--- config.mk ---
export PLATFORM = sky130hd
export DESIGN_NAME = shift_seq
export DESIGN_NICKNAME = d
export VERILOG_FILES = /design/src/rtl/shift_pkg.sv /design/src/rtl/shift_seq_chk.sv /design/src/rtl/shift_seq.sv
export SDC_FILE = /design/constraint.sdc
export NUM_CORES = 1
export LEC_CHECK = 0
export CAP_MARGIN = 20
export CORE_UTILIZATION = 38
export CTS_CLUSTER_SIZE = 12
export DETAILED_ROUTE_END_ITERATION = 10
export HOLD_SLACK_MARGIN = 0.08
export MAX_ROUTING_LAYER = met4
export PLACE_DENSITY = 0.79
export SYNTH_ARGS = -nofsm -noshare
export SYNTH_HDL_FRONTEND = slang
export SYNTH_HIERARCHICAL = 1
export SYNTH_SLANG_ARGS = --single-unit
--- constraint.sdc ---
create_clock -name clk -period 1.45 [get_ports clk]
set_input_delay 0.145 -clock clk [delete_from_list [all_inputs] [get_ports clk]]
set_output_delay 0.145 -clock clk [all_outputs]
set_load 0.02 [all_outputs]
--- src/rtl/shift_pkg.sv ---
// Shared types and constants for the multi-step rotate controller.
package shift_pkg;

    typedef enum logic [1:0] {
        IDLE  = 2'b00,
        SHIFT = 2'b01,
        OUT   = 2'b10
    } state_e;

    localparam logic DIR_LEFT  = 1'b0;
    localparam logic DIR_RIGHT = 1'b1;

    localparam int DEF_WIDTH = 8;
    localparam int DEF_CNT_W = 3;

    // True when no more than one shifter control line is asserted.
    function automatic logic ctrl_onehot0(input logic fb, input logic fl, input logic fr);
        return !((fb & fl) | (fb & fr) | (fl & fr));
    endfunction

endpackage

--- src/rtl/shift_seq_chk.sv ---
// Invariant checker for the shifter control lines driven by shift_seq.
module shift_seq_chk
    import shift_pkg::*;
(
    input logic clk,
    input logic rst,
    input logic fbus,
    input logic flbus,
    input logic frbus,
    input logic busy,
    input logic done
);

    a_ctrl_onehot0: assert property (@(posedge clk) disable iff (rst)
        ctrl_onehot0(fbus, flbus, frbus))
        else $error("shifter control lines not one-hot-or-zero");

    a_done_in_out: assert property (@(posedge clk) disable iff (rst)
        done |-> (fbus && busy))
        else $error("done asserted outside pass-through cycle");

endmodule

--- src/rtl/shift_seq.sv ---
// Multi-step rotate controller: sequences the single-bit bus shifter for
// cnt steps, feeding each result back, then passes the final value through.
module shift_seq
    import shift_pkg::*;
#(
    parameter int WIDTH = DEF_WIDTH,
    parameter int CNT_W = DEF_CNT_W
) (
    input  logic             clk,
    input  logic             rst,
    input  logic             start,
    input  logic             dir,
    input  logic [CNT_W-1:0] cnt,
    input  logic [WIDTH-1:0] din,
    input  logic [WIDTH-1:0] sh_w,
    input  logic             sh_cf,
    output logic [WIDTH-1:0] sh_a,
    output logic             fbus,
    output logic             flbus,
    output logic             frbus,
    output logic             busy,
    output logic             done,
    output logic [WIDTH-1:0] dout,
    output logic             cf
);

    localparam logic [CNT_W-1:0] CNT_ZERO = {CNT_W{1'b0}};
    localparam logic [CNT_W-1:0] CNT_ONE  = {{(CNT_W-1){1'b0}}, 1'b1};

    state_e             state_r, state_s;
    logic [WIDTH-1:0]   acc_r, acc_s;
    logic [CNT_W-1:0]   rem_r, rem_s;
    logic               dir_r, dir_s;
    logic               cf_r, cf_s;
    logic [WIDTH-1:0]   dout_r, dout_s;
    logic               fbus_r, flbus_r, frbus_r, busy_r, done_r;
    logic               fbus_s, flbus_s, frbus_s, busy_s, done_s;

    // Next-state and datapath update; the unused state code falls back to IDLE.
    always_comb begin
        state_s = IDLE;
        acc_s   = acc_r;
        rem_s   = rem_r;
        dir_s   = dir_r;
        cf_s    = cf_r;
        dout_s  = dout_r;
        case (state_r)
            IDLE: begin
                if (start) begin
                    acc_s   = din;
                    dir_s   = dir;
                    rem_s   = cnt;
                    cf_s    = 1'b0;
                    state_s = (cnt != CNT_ZERO) ? SHIFT : OUT;
                end else begin
                    state_s = IDLE;
                end
            end
            SHIFT: begin
                acc_s   = sh_w;
                cf_s    = sh_cf;
                rem_s   = rem_r - CNT_ONE;
                state_s = (rem_r == CNT_ONE) ? OUT : SHIFT;
            end
            OUT: begin
                dout_s  = acc_r;
                state_s = IDLE;
            end
            default: begin
                state_s = IDLE;
            end
        endcase
    end

    // Control lines are decoded from the upcoming state so they register as Moore outputs.
    always_comb begin
        fbus_s  = (state_s == OUT);
        flbus_s = (state_s == SHIFT) && (dir_s == DIR_LEFT);
        frbus_s = (state_s == SHIFT) && (dir_s == DIR_RIGHT);
        busy_s  = (state_s != IDLE);
        done_s  = (state_s == OUT);
    end

    // State, datapath and output registers with synchronous reset.
    always_ff @(posedge clk) begin
        if (rst) begin
            state_r <= IDLE;
            acc_r   <= {WIDTH{1'b0}};
            rem_r   <= CNT_ZERO;
            dir_r   <= 1'b0;
            cf_r    <= 1'b0;
            dout_r  <= {WIDTH{1'b0}};
            fbus_r  <= 1'b0;
            flbus_r <= 1'b0;
            frbus_r <= 1'b0;
            busy_r  <= 1'b0;
            done_r  <= 1'b0;
        end else begin
            state_r <= state_s;
            acc_r   <= acc_s;
            rem_r   <= rem_s;
            dir_r   <= dir_s;
            cf_r    <= cf_s;
            dout_r  <= dout_s;
            fbus_r  <= fbus_s;
            flbus_r <= flbus_s;
            frbus_r <= frbus_s;
            busy_r  <= busy_s;
            done_r  <= done_s;
        end
    end

    assign sh_a  = acc_r;
    assign fbus  = fbus_r;
    assign flbus = flbus_r;
    assign frbus = frbus_r;
    assign busy  = busy_r;
    assign done  = done_r;
    assign dout  = dout_r;
    assign cf    = cf_r;

    shift_seq_chk u_chk (
        .clk   (clk),
        .rst   (rst),
        .fbus  (fbus_r),
        .flbus (flbus_r),
        .frbus (frbus_r),
        .busy  (busy_r),
        .done  (done_r)
    );

endmodule

# Word-level counts from Yosys, hierarchy flattened
# Cells that the tools add are included.
[word_totals] regBits=27 word_cells=37 input_bits=24 out_inout_bits=22
[classes] n_bitwise=1 muxes=12 add_sub_neg=1 n_reduce_logical=7 eq_ne=6
[ops] cell="$pmux W8 S2" count=1
[ops] cell="$mux W8" count=1
[ops] cell="$mux W2" count=3
[ops] cell="$pmux W3 S2" count=1
[ops] cell="$eq A2 B1 Y1 const B" count=2
[ops] cell="$eq A2 B2 Y1 const B" count=2
[ops] cell="$pmux W2 S2" count=1
[ops] cell="$reduce_bool A2 Y1" count=2
[ops] cell="$eq A3 B1 Y1 const B" count=1
[ops] cell="$mux W1" count=3
[ops] cell="$mux W3" count=1
[ops] cell="$reduce_bool A3 Y1" count=1
[ops] cell="$sub A3 B1 Y3 const B" count=1
[ops] cell="$logic_and A1 B1 Y1" count=2
[ops] cell="$logic_not A2 Y1" count=1
[ops] cell="$ne A2 B2 Y1 const B" count=1
[ops] cell="$pmux W1 S2" count=1
[ops] cell="$reduce_and A2 Y1" count=1
[ops] cell="$not A1 Y1" count=1

# Logic depth before layout (Yosys ltp)
[depth] word_depth=6 depth_mapped=5 depth_no_buf=5

# Least setup slack after synthesis
# No wires, ideal clock.
[synth_path] kind="register to register" startpoint="register state_r[1]" endpoint="register flbus_r (netlist: flbus)" t_required_ps=1334 slack_ps=45 period_less_slack_ps=1405 setup_time_ps=116 n_path_buf=0 arrival_ps=1289 path_stages_with_launch=4 path_cell_list="dfxtp_1 -> or4b_4 -> o31ai_4 -> and3b_1"
[synth_via] elab_chain_cells=4 word_cells_on_any_way=7 classes_between="2 x eq/ne; 2 x mux; 1 x bitwise; 2 x reduce/logical"
[synth_lines] element="from (decl)" line="shift_seq.sv:30" text="state_e state_r, state_s;"
[synth_lines] element="from (signal assigned)" line="shift_seq.sv:99" text="state_r <= state_s;"
[synth_lines] element="$eq A2 B1 Y1 / $logic_not A2 Y1 (equally long branches)" line="shift_seq.sv:47" text="case (state_r)"
[synth_lines] element="$pmux W2 S2 / $mux W1 (equally long branches)" line="shift_seq.sv:47"
[synth_lines] element="$eq A2 B1 Y1 / $not A1 Y1 (equally long branches)" line="shift_seq.sv:78" text="flbus_s = (state_s == SHIFT) && (dir_s == DIR_LEFT);"
[synth_lines] element="$logic_and A1 B1 Y1 (*)" line="shift_seq.sv:78"
[synth_lines] element="to (signal assigned)" line="shift_seq.sv:106" text="flbus_r <= flbus_s;"
[synth_lines] element="to (decl)" line="shift_seq.sv:36" text="logic fbus_r, flbus_r, frbus_r, busy_r, done_r;"
# Every way passes the cells marked *; elsewhere a longest branch is shown, timed or not.
# A chain may end at the register's enable or synchronous reset.

# Final worst setup path
# Ends and elaborated chain as after synthesis.

==> results.sh <==
export IMPL_via_per_inst=5.152
export IMPL_end_kind="flop"
export IMPL_sequential_element_share_of_the_synthesized_area=0.4827
export IMPL_critPathKind="flop to flop"
export IMPL_worst_slew_pin_slew_ns=0.4657
export IMPL_ys_ff_latch=27
export IMPL_cts_tree="done"
export IMPL_drive_gt1_frac=0.1138
export IMPL_critical_path_cell_chain="or4b_4 -> o31ai_4 -> and3b_1"
export IMPL_cts_htree_levels=1
export IMPL_postSynthAreaPerCell_um2=9.332
export IMPL_startpoint_type="flop"
export IMPL_critical_path_arrival_ns=1.65
export IMPL_worst_endpoint_required_ns=1.68
export IMPL_placed_area_um2=1622
export IMPL_clock_insertion_delay_worst_skew_ns=0.32
export IMPL_clock_skew_final_ns=0.008810
export IMPL_area_delta_synth_final_pct=48.83
export IMPL_hp_class="input port to flop"
export IMPL_clock_sinks=27
export IMPL_syn_instance_count=120
export IMPL_antenna_cells_inserted=0
export IMPL_max_cap_violations=0
export IMPL_outcome="complete, no violations"
export IMPL_post_route_worst_setup_slack_ns=0.02829
export IMPL_detailedPlacementHpwl_um=2015
export IMPL_rsz_0062_raised_after_global_routing="true"
export IMPL_total_grt_usage=0.1799
export IMPL_worst_path_max_fanout=5
export IMPL_numPlacedInstances=194
export IMPL_finalSetupViolCount=0
export IMPL_timing_max_slew_rel_slack=0.6895
export IMPL_grt_antenna_before_repair=0
export IMPL_clockRootBuffer="sky130_fd_sc_hd__clkbuf_4"
export IMPL_netlist_cell_type_count=31
export IMPL_finalWeightedCongestion=0.7897
export IMPL_grt_max_degree=17
export IMPL_route_vias_total=1020
export IMPL_p_leak_nw=0.8903
export IMPL_detail_route_iter0_violations=27
export IMPL_netlist_top_cells_area="sky130_fd_sc_hd__dfxtp_1, sky130_fd_sc_hd__mux2i_1, sky130_fd_sc_hd__nor2_1, sky130_fd_sc_hd__a211oi_1, sky130_fd_sc_hd__a21oi_1"
export IMPL_vdd_ir_drop_worst_v=0.0006888
export IMPL_worst_path_buf_inv=0
export IMPL_fp_coreArea_um2=2781
export IMPL_syn_std_cell_area_um2=1120
export IMPL_port_buffers=45
export IMPL_chipWidth_um=56.29
export IMPL_starting_density_of_the_core=0.4026
export IMPL_yosys_warnings=6
export IMPL_finalHoldViolCount=0
export IMPL_row_count=19
export IMPL_yosys_area_top_type="sky130_fd_sc_hd__dfxtp_1"
export IMPL_postRouteWirelength_um=2647
export IMPL_drc=0
export IMPL_fp_dieArea_um2=3168
export IMPL_mappedNetlistNets=146
export IMPL_wire_per_inst_um=13.37
export IMPL_number_of_nets_in_the_finished_design=194
export IMPL_period_minus_slack_ns=1.422
export IMPL_drtAntennaViolNets=0
export IMPL_grt_pass1_wl_um=4402
export IMPL_chipHeight_um=56.29
export IMPL_clkSlewWorstSetupHoldPaths_ns=0.16
export IMPL_instances_no_fill=198
export IMPL_drt_first_pass_iters=5
export IMPL_num_io_pins=46
export IMPL_place_ws_ns=-0.1976
export IMPL_grt_overflow_total=0
export IMPL_highest_attainable_clock_frequency_ghz=0.7034
export IMPL_cts_inserted_buffers=3
export IMPL_timing_final_max_slew_violations=0
export IMPL_max_clock_buf_depth=2
export IMPL_critical_path_top_delay_family="simple AND/OR/NAND/NOR gates"
export IMPL_p_per_area_nw_per_um2=945.0
export IMPL_design_area_um2=1667
export IMPL_layout_worst_path_cycle_share=0.9805
export IMPL_critPathSlowestCell="sky130_fd_sc_hd__or4b_4"
export IMPL_yosys_area_top_type_share=0.4827
export IMPL_first_global_vias=975
export IMPL_cpPeakStageDelay_ns=0.54
where the power goes:
group	internal, W	switching, W
Sequential	0.000799	0.0000305
Clock	0.000105	0.000229
Combinational	0.000202	0.000209
Total	0.00111	0.000468
layer usage:
layer	track usage	share of wire
met1	0.2169	0.41
met3	0.02535	0.045
met2	0.3027	0.53
met4	0.07317	0.021
met5	-	0
layout by cell type (no fill, tap or decap):
cell type	n
sky130_fd_sc_hd__nand2b_1	1
sky130_fd_sc_hd__nand2b_2	1
sky130_fd_sc_hd__buf_4	8
sky130_fd_sc_hd__dfxtp_1	26
sky130_fd_sc_hd__nor2b_1	2
sky130_fd_sc_hd__o21a_1	1
sky130_fd_sc_hd__nand2_1	10
sky130_fd_sc_hd__dlygate4sd2_1	10
sky130_fd_sc_hd__dfxtp_2	1
sky130_fd_sc_hd__or2b_1	1
sky130_fd_sc_hd__o31ai_4	1
sky130_fd_sc_hd__a21oi_1	9
sky130_fd_sc_hd__nor4_1	1
sky130_fd_sc_hd__nand3_1	1
sky130_fd_sc_hd__dlymetal6s2s_1	9
sky130_fd_sc_hd__or3b_2	1
sky130_fd_sc_hd__nand4bb_1	1
sky130_fd_sc_hd__clkdlybuf4s50_1	26
sky130_fd_sc_hd__and3b_1	1
sky130_fd_sc_hd__o21ba_2	1
sky130_fd_sc_hd__a22oi_1	1
sky130_fd_sc_hd__a211oi_1	9
sky130_fd_sc_hd__or4b_4	1
sky130_fd_sc_hd__and2b_2	1
sky130_fd_sc_hd__inv_1	2
sky130_fd_sc_hd__o21bai_1	1
sky130_fd_sc_hd__a221oi_1	1
sky130_fd_sc_hd__mux2i_1	9
sky130_fd_sc_hd__clkbuf_4	3
sky130_fd_sc_hd__nor3_1	3
sky130_fd_sc_hd__a311oi_1	1
sky130_fd_sc_hd__nor2_1	19
sky130_fd_sc_hd__nor3b_1	1
sky130_fd_sc_hd__ha_1	2
sky130_fd_sc_hd__clkinvlp_4	1
cells by family after synthesis:
family | Yosys count | share of synthesized area
simple gates | 45 | 0.2011
compound gates | 25 | 0.1642
buf+inv | 12 | 0.04916
mux | 9 | 0.08045
fa+ha+maj | 2 | 0.02234
flops | 27 | 0.4827
repair_timing:
action,CTS,global route
hold buffers,0,0
hold endpoints to repair,0,0
setup buffers,0,0
setup endpoints to repair,10,11
resized for setup,10,12
gates cloned,0,0
per-stage QoR:
stage	hold slack [ns]	power (W)	util	setup TNS [ns]
final	0.3489	0.001575	0.5992	0
after global routing	0.3468	0.001651	0.5992	-0.01713
after CTS	0.3518	0.001581	0.5893	0
after detailed placement	0.4837	0.001278	0.5830	-0.7891
after global placement	0.4737	0.001262	0.5830	-0.4923
after floorplan	0.2861	0.001075	-	0
cell type report:
| cell class | instances | area [µm²] |
|---|---|---|
| fillers | 244 | 1115 |
| flip-flops and latches | 27 | 541.8 |
| multi-input cells | 81 | 528.0 |
| repair buffers | 53 | 520.5 |
| well taps | 31 | 38.79 |
| clock buffers | 3 | 22.52 |
| clock inverters | 1 | 7.507 |
| inverters | 2 | 7.507 |
synthesized netlist by cell type:
cell type                    n
sky130_fd_sc_hd__o21a_1      1
sky130_fd_sc_hd__nor3b_1     1
sky130_fd_sc_hd__mux2i_1     9
sky130_fd_sc_hd__buf_2       5
sky130_fd_sc_hd__inv_1       2
sky130_fd_sc_hd__nor2b_1     2
sky130_fd_sc_hd__or2b_1      1
sky130_fd_sc_hd__dfxtp_1    27
sky130_fd_sc_hd__ha_1        2
sky130_fd_sc_hd__a211oi_1    9
sky130_fd_sc_hd__a22oi_1     1
sky130_fd_sc_hd__o21bai_1    1
sky130_fd_sc_hd__clkbuf_1    3
sky130_fd_sc_hd__and2b_1     1
sky130_fd_sc_hd__nand2_1    10
sky130_fd_sc_hd__buf_1       1
sky130_fd_sc_hd__o21ba_2     1
sky130_fd_sc_hd__nor2_1     19
sky130_fd_sc_hd__and3b_1     1
sky130_fd_sc_hd__a221oi_1    1
sky130_fd_sc_hd__nand3_1     1
sky130_fd_sc_hd__nor4_1      1
sky130_fd_sc_hd__o31ai_4     1
sky130_fd_sc_hd__nand4bb_1   1
sky130_fd_sc_hd__nor3_1      3
sky130_fd_sc_hd__buf_4       1
sky130_fd_sc_hd__or4b_4      1
sky130_fd_sc_hd__a311oi_1    1
sky130_fd_sc_hd__or3b_2      1
sky130_fd_sc_hd__nand2b_1    2
sky130_fd_sc_hd__a21oi_1     9
worst min-delay path, cell delays in order:
cell	delay, ns
sky130_fd_sc_hd__clkdlybuf4s50_1	0.39
sky130_fd_sc_hd__nand2_1	0.05
sky130_fd_sc_hd__a211oi_1	0.05
path summary, 6_finish.rpt:
path                               from              endpoint  slack (ns)  depth (start not counted)
setup / recovery  state_r[1]$_SDFF_PP0_      flbus$_SDFF_PP0_        0.03                          3
hold / removal                   din[4]  sh_a[4]$_SDFFE_PP0P_        0.35                          3
setup reg to reg  state_r[1]$_SDFF_PP0_      flbus$_SDFF_PP0_        0.03                          3
hold reg to reg    dout[2]$_SDFFE_PP0N_  dout[2]$_SDFFE_PP0N_        0.51                          2
sequential cells by signal, summed over array words and instances, names as in the netlist:
signal	count
done	1
rem_r	3
sh_a	8
dout	8
frbus	1
state_r	2
busy	1
dir_r	1
flbus	1
cf	1
Power figures use the tool's default switching activity.
==> patch (same settings) <==
Set the package constant `DEF_CNT_W` to 4 (it was 3).
--- a/src/rtl/shift_pkg.sv
+++ b/src/rtl/shift_pkg.sv
@@ -11,7 +11,7 @@
     localparam logic DIR_RIGHT = 1'b1;
 
     localparam int DEF_WIDTH = 8;
-    localparam int DEF_CNT_W = 3;
+    localparam int DEF_CNT_W = 4;
 
     // True when no more than one shifter control line is asserted.
     function automatic logic ctrl_onehot0(input logic fb, input logic fl, input logic fr);
Ports: changed (resized cnt); port bits go from 46 to 47. The function was not compared with the original's and may differ.
==> patch against the unedited design <==
Largest power group unchanged; sequential cell count is 1 higher; clock power is 55% higher; utilization grew 0.33 points; worst setup slack improved by 0.014 ns; synthesized area is 9.3% higher; routed wire length rose by 8.5%; largest cell class is now multi-input gates; power up 15%; final area increased by 10%.
==> patch: results (changes against the unedited design) <==
* Status: finished, final reports clean
* Hold Startpoint: dir
* Hold Path Sink: flbus
* Largest net degree at the start of global routing at 24 (+7)
* WL/cell at 12.9 um (-3.2%)
* Placed cell areas at 1800 sq um (+11%)
* Post-synthesis adder-cell area fraction at 2.04% (-0.19 points)
* Wire length on met2 at 1.55 mm (+12%)
* #MultiIn Comb at 80 (-1.2%)
* DR pass1 iterations at 4 (-1)
* Fin nets at 206 (+6.2%)
* Most instantiated cells after synthesis: dfxtp_1 (28), nor2_1 (22), mux2i_1 (17)
* Layout cells sized above 1 at 14.6% (+3.2 points)
* Setup Skew at 0.00525 ns (-0.00356 ns)
* GRT Util Overall at 18.8% (+0.86 points)
* Slew @ Worst Pin at 0.314 ns (-0.152 ns)
* Mux cell area share after synthesis at 13.9% (+5.9 points)
* Clock Latency Late Sink at 0.34 ns (+0.02 ns)
* Synth-to-Final Area Change at 50.3%
* WHS at 0.425 ns (+0.0765 ns)
* Non-clock buffer share at 30.7% (-0.55 points)
* Sequential-to-total area share from yosys stat at 45.8% (-2.5 points)
* Top Family by Delay on Critical Path: buffers and inverters
* Power Clock at 0.517 mW (+55%)
* Worst Path Max Fanout at 1 (-4)
* Final std cells w/o fill at 222 (+12%)
* M2 GR Usage at 34.4% (+4.1 points)
* Signal buffers at 59 (+11%)
* PwrDens at 981 nW/um^2 (+3.9%)
* # port buffers at 46 (+2.2%)
* Hold depth at 2 (-1)
* Tap Count at 44 (+42%)
* Crit path from: busy
* HPWL Detailed at 2.21 mm (+9.6%)
* Setup crit end: busy
* Reg2reg path depth at 5 (+2)
* Sequential cell area share at 30.7% (-1.8 points)
* Worst slack at placement at -0.0180 ns (+0.180 ns)
* Flops & latches, synth at 28 (+3.7%)
* VDD IR max at 0.499 mV (-28%)
* Largest stage delay on the critical path at 0.59 ns (+0.05 ns)
* Synth Area in Compound Gates at 16.5% (+0.038 points)
* Sequential power at 0.870 mW (+4.9%)
* Switching Share at 26.3% (-3.5 points)
* Placed cell count at 218 (+12%)
* Worst path arrival time at 1.26 ns (-0.39 ns)
* Critical-path top delay cell: clkdlybuf4s50_1
* Met1 usage at 20.1% (-1.6 points)
* First-pass GRT wire length at 4.71 mm (+7.0%)
* Net Count, Synth at 152 (+4.1%)
* Share of the clock period used by the worst path after layout at 97.1% (-1.0 points)
* Met3 Use GR at 1.32% (-1.2 points)
* Detail Route met3 WL at 82 um (-31%)
* Multi-input combinational area share at 31.4% (-0.32 points)
* Syn Area/Cell at 9.79 sq um (+4.9%)
* Lkg Pwr at 0.898 nW (+0.88%)
* Top cells by area, synth: dfxtp_1 (46%), mux2i_1 (14%), nor2_1 (6.7%)
* R2R setup slack at 0.09 ns (+0.06 ns)
==> patch: cell types whose count changed after synthesis, sizes merged, moves of 2 or more <==
cell / delta
inv: +5
nor2: +3
mux2i: +8
a21oi: -6
nand2: -9
o21ai: +2
==> patch: cell families (layout without fill, tap and decap cells) <==
| logic type | count (synthesis) | count (layout) |
|---|---|---|
| compound gates | 26 | 26 |
| fa+ha+maj | 2 | 2 |
| simple gates | 35 | 35 |
| buf+inv | 17 | 70 |
| flops | 28 | 28 |
| mux | 17 | 17 |
==> patch: worst register-to-register path: cells and delay by family, from the launching register on <==
kind,cells,cell delay [ns]
buf+inv,1,0.06
simple gates,1,0.22
compound gates,2,0.50
fa+ha+maj,1,0.17
flops,1,0.36
==> patch: timing repair <==
item | in CTS | in global routing
setup endpoints to repair | 21 | 12
resized for setup | 20 | 6
pin swaps | 1 | 1
